$ cat src/rtl/if_fetch_ctrl.sv
// Instruction-fetch controller: issues imem requests, delivers fetched words to
// the IF pipeline register, and handles stalls, branch redirects and the
// draining of requests that were in flight when a redirect arrived.
module if_fetch_ctrl #(
    parameter logic [31:0] RESET_PC = 32'h0000_0000
) (
    input  logic        clk,
    input  logic        rst,
    input  logic        branch_taken,
    input  logic [31:0] branch_addr,
    input  logic        hazard,
    output logic        imem_req,
    output logic [31:0] imem_addr,
    input  logic        imem_ready,
    input  logic [31:0] imem_rdata,
    output logic [31:0] PC_out,
    output logic [31:0] Instruction_out,
    output logic        freeze,
    output logic        flush
);

    localparam int unsigned XLEN = 32;
    localparam logic [XLEN-1:0] PC_STEP = XLEN'(4);

    typedef enum logic [1:0] {
        ST_FETCH,
        ST_HOLD,
        ST_DISCARD
    } state_t;

    state_t          state, state_n;
    logic [XLEN-1:0] pc, pc_n;
    logic [XLEN-1:0] req_addr, req_addr_n;
    logic [XLEN-1:0] hold_buf, hold_buf_n;
    logic [XLEN-1:0] pc_plus4;

    // Sequential address increment wraps modulo 2^32 by construction.
    assign pc_plus4 = pc + PC_STEP;

    // State and register update; reset abandons any in-flight request or redirect.
    always_ff @(posedge clk) begin
        if (rst) begin
            state    <= ST_FETCH;
            pc       <= RESET_PC;
            req_addr <= RESET_PC;
            hold_buf <= '0;
        end else begin
            state    <= state_n;
            pc       <= pc_n;
            req_addr <= req_addr_n;
            hold_buf <= hold_buf_n;
        end
    end

    // Next-state and zero-latency output decisions; branch_taken has top priority.
    always_comb begin
        state_n         = state;
        pc_n            = pc;
        req_addr_n      = req_addr;
        hold_buf_n      = hold_buf;
        imem_req        = 1'b0;
        imem_addr       = pc;
        freeze          = 1'b1;
        flush           = branch_taken;
        PC_out          = pc_plus4;
        Instruction_out = imem_rdata;

        unique case (state)
            ST_FETCH: begin
                imem_req   = 1'b1;
                imem_addr  = pc;
                req_addr_n = pc;
                if (branch_taken) begin
                    // Redirect: a same-cycle response is dropped, otherwise drain it.
                    pc_n = branch_addr;
                    if (!imem_ready) begin
                        state_n = ST_DISCARD;
                    end
                end else if (imem_ready) begin
                    if (hazard) begin
                        hold_buf_n = imem_rdata;
                        state_n    = ST_HOLD;
                    end else begin
                        freeze = 1'b0;
                        pc_n   = pc_plus4;
                    end
                end
            end

            ST_HOLD: begin
                Instruction_out = hold_buf;
                freeze          = hazard | branch_taken;
                if (branch_taken) begin
                    pc_n    = branch_addr;
                    state_n = ST_FETCH;
                end else if (!hazard) begin
                    pc_n    = pc_plus4;
                    state_n = ST_FETCH;
                end
            end

            ST_DISCARD: begin
                // Complete the stale request; its response is never delivered.
                imem_req  = 1'b1;
                imem_addr = req_addr;
                if (branch_taken) begin
                    pc_n = branch_addr;
                end
                if (imem_ready) begin
                    state_n = ST_FETCH;
                end
            end

            default: begin
                state_n = ST_FETCH;
            end
        endcase

        // Reset forces a quiet, frozen interface regardless of other inputs.
        if (rst) begin
            imem_req        = 1'b0;
            imem_addr       = '0;
            freeze          = 1'b1;
            flush           = 1'b0;
            PC_out          = '0;
            Instruction_out = '0;
        end
    end

endmodule

$ cat config.mk
export PLATFORM = sky130hd
export DESIGN_NAME = if_fetch_ctrl
export DESIGN_NICKNAME = d
export VERILOG_FILES = /design/src/rtl/if_fetch_ctrl.sv
export SDC_FILE = /design/constraint.sdc
export NUM_CORES = 1
export LEC_CHECK = 0
export ABC_AREA = 1
export BUFFER_PORTS_ARGS = -buffer_cell sky130_fd_sc_hd__buf_2
export CAP_MARGIN = 15
export CORE_ASPECT_RATIO = 0.7
export CORE_MARGIN = 1
export CORE_UTILIZATION = 45
export DETAILED_ROUTE_END_ITERATION = 8
export PLACE_DENSITY = 0.71
export SLEW_MARGIN = 20
export SYNTH_ARGS = -nofsm -noshare
export SYNTH_HDL_FRONTEND = slang
export SYNTH_SLANG_ARGS = --single-unit
$ cat constraint.sdc
create_clock -name clk -period 4.15 [get_ports clk]
set_input_delay 0.6225 -clock clk [delete_from_list [all_inputs] [get_ports clk]]
set_output_delay 0.6225 -clock clk [all_outputs]
set_load 0.1 [all_outputs]
==> impl_metrics.xml <==
<?xml version="1.0" encoding="UTF-8"?>
<metrics>
  <group name="power_and_ir_drop">
    <metric name="total_power" unit="mW">3.19</metric>
    <metric name="power.ir.vdd_worst" unit="mV">0.275</metric>
    <metric name="power.static_leakage" unit="nW">3.02</metric>
    <metric name="power.density" unit="nW/um^2">483</metric>
  </group>
  <group name="final_layout">
    <metric name="commonest_non_fill_non_tap_cell_in_the_layout" unit="">sky130_fd_sc_hd__nor2_1</metric>
    <metric name="register_area" unit="sq um">1960</metric>
    <metric name="diodes" unit="">0</metric>
    <metric name="post-route-util" unit="">0.562</metric>
    <metric name="layout.filler_cells" unit="">1218</metric>
    <metric name="finish.net_count" unit="">1070</metric>
    <metric name="drive_above_1_share" unit="">0.210</metric>
    <metric name="area_delta_synth_final" unit="%">20.7</metric>
    <metric name="layout.cells.most_common_list" unit="">sky130_fd_sc_hd__nor2_1, sky130_fd_sc_hd__buf_2, sky130_fd_sc_hd__o21ai_0, sky130_fd_sc_hd__a21oi_1, sky130_fd_sc_hd__nand2_1</metric>
    <metric name="multiInputGateArea" unit="sq um">3060</metric>
  </group>
  <group name="global_route">
    <metric name="first_global_vias" unit="">4985</metric>
    <metric name="grt_start_max_net_pins" unit="">95</metric>
    <metric name="antenna_found_initial" unit="">0</metric>
    <metric name="grt.overflow.total" unit="">0</metric>
    <metric name="wire_length_of_the_first_global_routing_pass" unit="um">25500</metric>
    <metric name="global_route.usage.total" unit="">0.254</metric>
  </group>
  <group name="detailed_routing">
    <metric name="drtIter0Drc" unit="">421</metric>
    <metric name="wirelength" unit="um">15900</metric>
    <metric name="num_vias" unit="">5956</metric>
    <metric name="post_drt_via_cell_ratio" unit="">5.13</metric>
    <metric name="antenna_left" unit="">0</metric>
    <metric name="post-route-drc-count" unit="">0</metric>
    <metric name="drt-pass1-iter-count" unit="">5</metric>
    <metric name="post_drt_wl_per_cell" unit="um">13.7</metric>
  </group>
  <group name="synthesis">
    <metric name="cell_count_after_synthesis" unit="">874</metric>
    <metric name="synth-seq-cells" unit="">98</metric>
    <metric name="synth_edf_count" unit="">0</metric>
    <metric name="synth.cell_area" unit="sq um">5480</metric>
    <metric name="yosys.cell_types.count" unit="">25</metric>
    <metric name="synth-async-reset-ratio" unit="">0</metric>
    <metric name="yosysWarnings" unit="">0</metric>
    <metric name="synthesis.nets" unit="">944</metric>
    <metric name="synth-seq-area-share" unit="">0.358</metric>
    <metric name="ys.flop_type" unit="">sky130_fd_sc_hd__dfxtp_1</metric>
    <metric name="syn-mean-instance-area" unit="sq um">6.27</metric>
  </group>
  <group name="clock_network">
    <metric name="cts_root_buffer" unit="">sky130_fd_sc_hd__clkbuf_16</metric>
    <metric name="cts-htree-levels" unit="">3</metric>
    <metric name="cts_post_setup_buffers_inserted" unit="">0</metric>
    <metric name="clk_latency" unit="ns">0.35</metric>
    <metric name="cts_resized" unit="">0</metric>
    <metric name="clock_tree.buffer_depth" unit="">2</metric>
    <metric name="clock_pin_transition_on_the_worst_setup_and_hold_timing_paths" unit="ns">0.07</metric>
    <metric name="clock_sinks" unit="">98</metric>
    <metric name="cts_tree" unit="">built</metric>
    <metric name="cts_hold_repair.buffers" unit="">0</metric>
    <metric name="cts_inserted_buffers" unit="">9</metric>
  </group>
  <group name="critical_path">
    <metric name="worst_path_max_delay_cell" unit="">sky130_fd_sc_hd__dfxtp_1</metric>
    <metric name="timing_worst_setup_path_type" unit="">flop to output port</metric>
    <metric name="worstSetupStartpointType" unit="">flop</metric>
    <metric name="cpPeakStageDelay" unit="ns">0.45</metric>
    <metric name="cpLargestDelayFamily" unit="">simple AND/OR/NAND/NOR gates</metric>
    <metric name="critical_path_arrival" unit="ns">2.58</metric>
    <metric name="critical_path.cell_chain" unit="">ha_1, nand2_1, nor2_1, nand2_1, nor2_1, nand3_1, a21oi_1, buf_2</metric>
    <metric name="worstSetupEndpointType" unit="">output port</metric>
    <metric name="crit_buf_inv" unit="">1</metric>
    <metric name="cp.required" unit="ns">3.53</metric>
    <metric name="total_stage_count_of_the_critical_path" unit="">8</metric>
    <metric name="crit_fanout" unit="">5</metric>
    <metric name="worstRegToRegCells" unit="">8</metric>
  </group>
  <group name="sta">
    <metric name="whs" unit="ns">0.485</metric>
    <metric name="tightest_slew" unit="ns">1.01</metric>
    <metric name="fin_crit" unit="ns">3.21</metric>
    <metric name="timing.max_slew.rel_slack" unit="">0.326</metric>
    <metric name="final-hold-violation-count" unit="">0</metric>
    <metric name="rsz0062_at_grt" unit="">false</metric>
    <metric name="drv_slew" unit="">0</metric>
    <metric name="fin_ws" unit="ns">0.944</metric>
    <metric name="timing.setup.tns" unit="ns">0</metric>
    <metric name="clock_skew" unit="ns">0.00891</metric>
    <metric name="max_freq" unit="GHz">0.312</metric>
    <metric name="timing.final.crit_share" unit="">0.772</metric>
    <metric name="finalSetupViolations" unit="">0</metric>
  </group>
  <group name="worst_hold_path">
    <metric name="hold_wc_path_type" unit="">flop to flop</metric>
    <metric name="worst_hold_path.num_cells" unit="">2</metric>
  </group>
  <group name="floorplanning">
    <metric name="die_y" unit="um">94.3</metric>
    <metric name="die_width" unit="um">134</metric>
    <metric name="initial_utilization" unit="">0.466</metric>
    <metric name="die_outline_area" unit="sq um">12600</metric>
    <metric name="floorplan.core_area" unit="sq um">11800</metric>
    <metric name="rows" unit="">33</metric>
    <metric name="boundaryPins" unit="">168</metric>
  </group>
  <group name="placement">
    <metric name="place_worst_setup_slack" unit="ns">1.14</metric>
    <metric name="io_buffer_count" unit="">167</metric>
    <metric name="hpwl" unit="um">11100</metric>
    <metric name="place.gp.congestion" unit="">0.837</metric>
  </group>
  <group name="flow_run">
    <metric name="max_cap_violations" unit="">0</metric>
  </group>
  <group name="outcome">
    <metric name="run_status" unit="">finished, final reports clean</metric>
  </group>
</metrics>
-- Yosys cell counts, types with 4 or more instances --
master | n | share of area
sky130_fd_sc_hd__xor2_1 | 14 | 0.022
sky130_fd_sc_hd__inv_1 | 49 | 0.034
sky130_fd_sc_hd__dfxtp_1 | 98 | 0.36
sky130_fd_sc_hd__a21oi_1 | 129 | 0.12
sky130_fd_sc_hd__clkbuf_1 | 41 | 0.028
sky130_fd_sc_hd__and2_1 | 11 | 0.013
sky130_fd_sc_hd__o21ai_0 | 138 | 0.13
sky130_fd_sc_hd__o21ai_1 | 22 | 0.020
sky130_fd_sc_hd__buf_2 | 15 | 0.014
sky130_fd_sc_hd__nor2_2 | 4 | 0.0046
sky130_fd_sc_hd__nor2_4 | 5 | 0.010
sky130_fd_sc_hd__nand2_1 | 113 | 0.077
sky130_fd_sc_hd__nand3_1 | 23 | 0.021
sky130_fd_sc_hd__nor2_1 | 190 | 0.13
sky130_fd_sc_hd__inv_2 | 8 | 0.0055
-- cell type report --
class	instances	share of cell area
Multi-Input combinational cell	660	0.463
Sequential cell	98	0.297
Timing Repair Buffer	174	0.136
Clock buffer	10	0.0346
Inverter	57	0.0325
Tap cell	157	0.0297
Clock inverter	6	0.00775
-- per-stage QoR --
step / cell area [sq um] / cells
finish: 6620 / 1162
detailed placement: 6340 / 1146
CTS: 6620 / 1162
floorplan: 5480 / 874
global route: 6620 / 1162
global placement: 6340 / 1146
-- tightest hold or removal path, stage by stage, from the launching register on --
cell	delay [ns]
sky130_fd_sc_hd__dfxtp_1	0.33
sky130_fd_sc_hd__nor2_1	0.05
sky130_fd_sc_hd__nor2_1	0.08
-- metal layers --
| metal | wire, um | global-route usage | up-vias |
|---|---|---|---|
| li1 | - | - | 3116 |
| met1 | 8530 | 0.401 | 2636 |
| met2 | 6110 | 0.351 | 194 |
| met3 | 1150 | 0.0456 | 10 |
| met4 | 104 | 0.0483 | 0 |
| met5 | 0 | 0 | - |
-- sequential cells by signal (all words and copies together) (netlist names) --
signal and flops:
hold_buf 32, state 2, req_addr 32, pc 32
-- power breakdown --
part,total [mW],switching (mW),internal [mW]
clock network,0.801,0.386,0.415
registers,1.13,0.0840,1.05
logic,1.26,1.03,0.232
-- worst paths after layout --
| path | slack [ns] | to | startpoint |
|---|---|---|---|
| worst max-delay path | 0.94 | PC_out[24] | pc[2]$_SDFFE_PP0P_ |
| worst min register to register | 0.48 | hold_buf[10]$_SDFFE_PP0P_ | hold_buf[10]$_SDFFE_PP0P_ |
| worst max register to register | 1.63 | pc[4]$_SDFFE_PP0P_ | state[0]$_SDFFE_PP0P_ |
| worst min-delay path | 0.48 | hold_buf[10]$_SDFFE_PP0P_ | hold_buf[10]$_SDFFE_PP0P_ |
-- cells by family (layout without fill, tap and decap cells) --
| family | count (synthesis) | after routing | synth area share |
|---|---|---|---|
| adder cells (fa/ha/maj) | 1 | 1 | 0.00228 |
| AND/OR/NAND/NOR | 350 | 350 | 0.261 |
| AO/OA/AOI/OAI | 294 | 294 | 0.271 |
| buffers and inverters | 116 | 247 | 0.0842 |
| flip-flops | 98 | 98 | 0.358 |
| XOR/XNOR | 15 | 15 | 0.0240 |
Note: power is estimated with default switching activity, not from simulation.
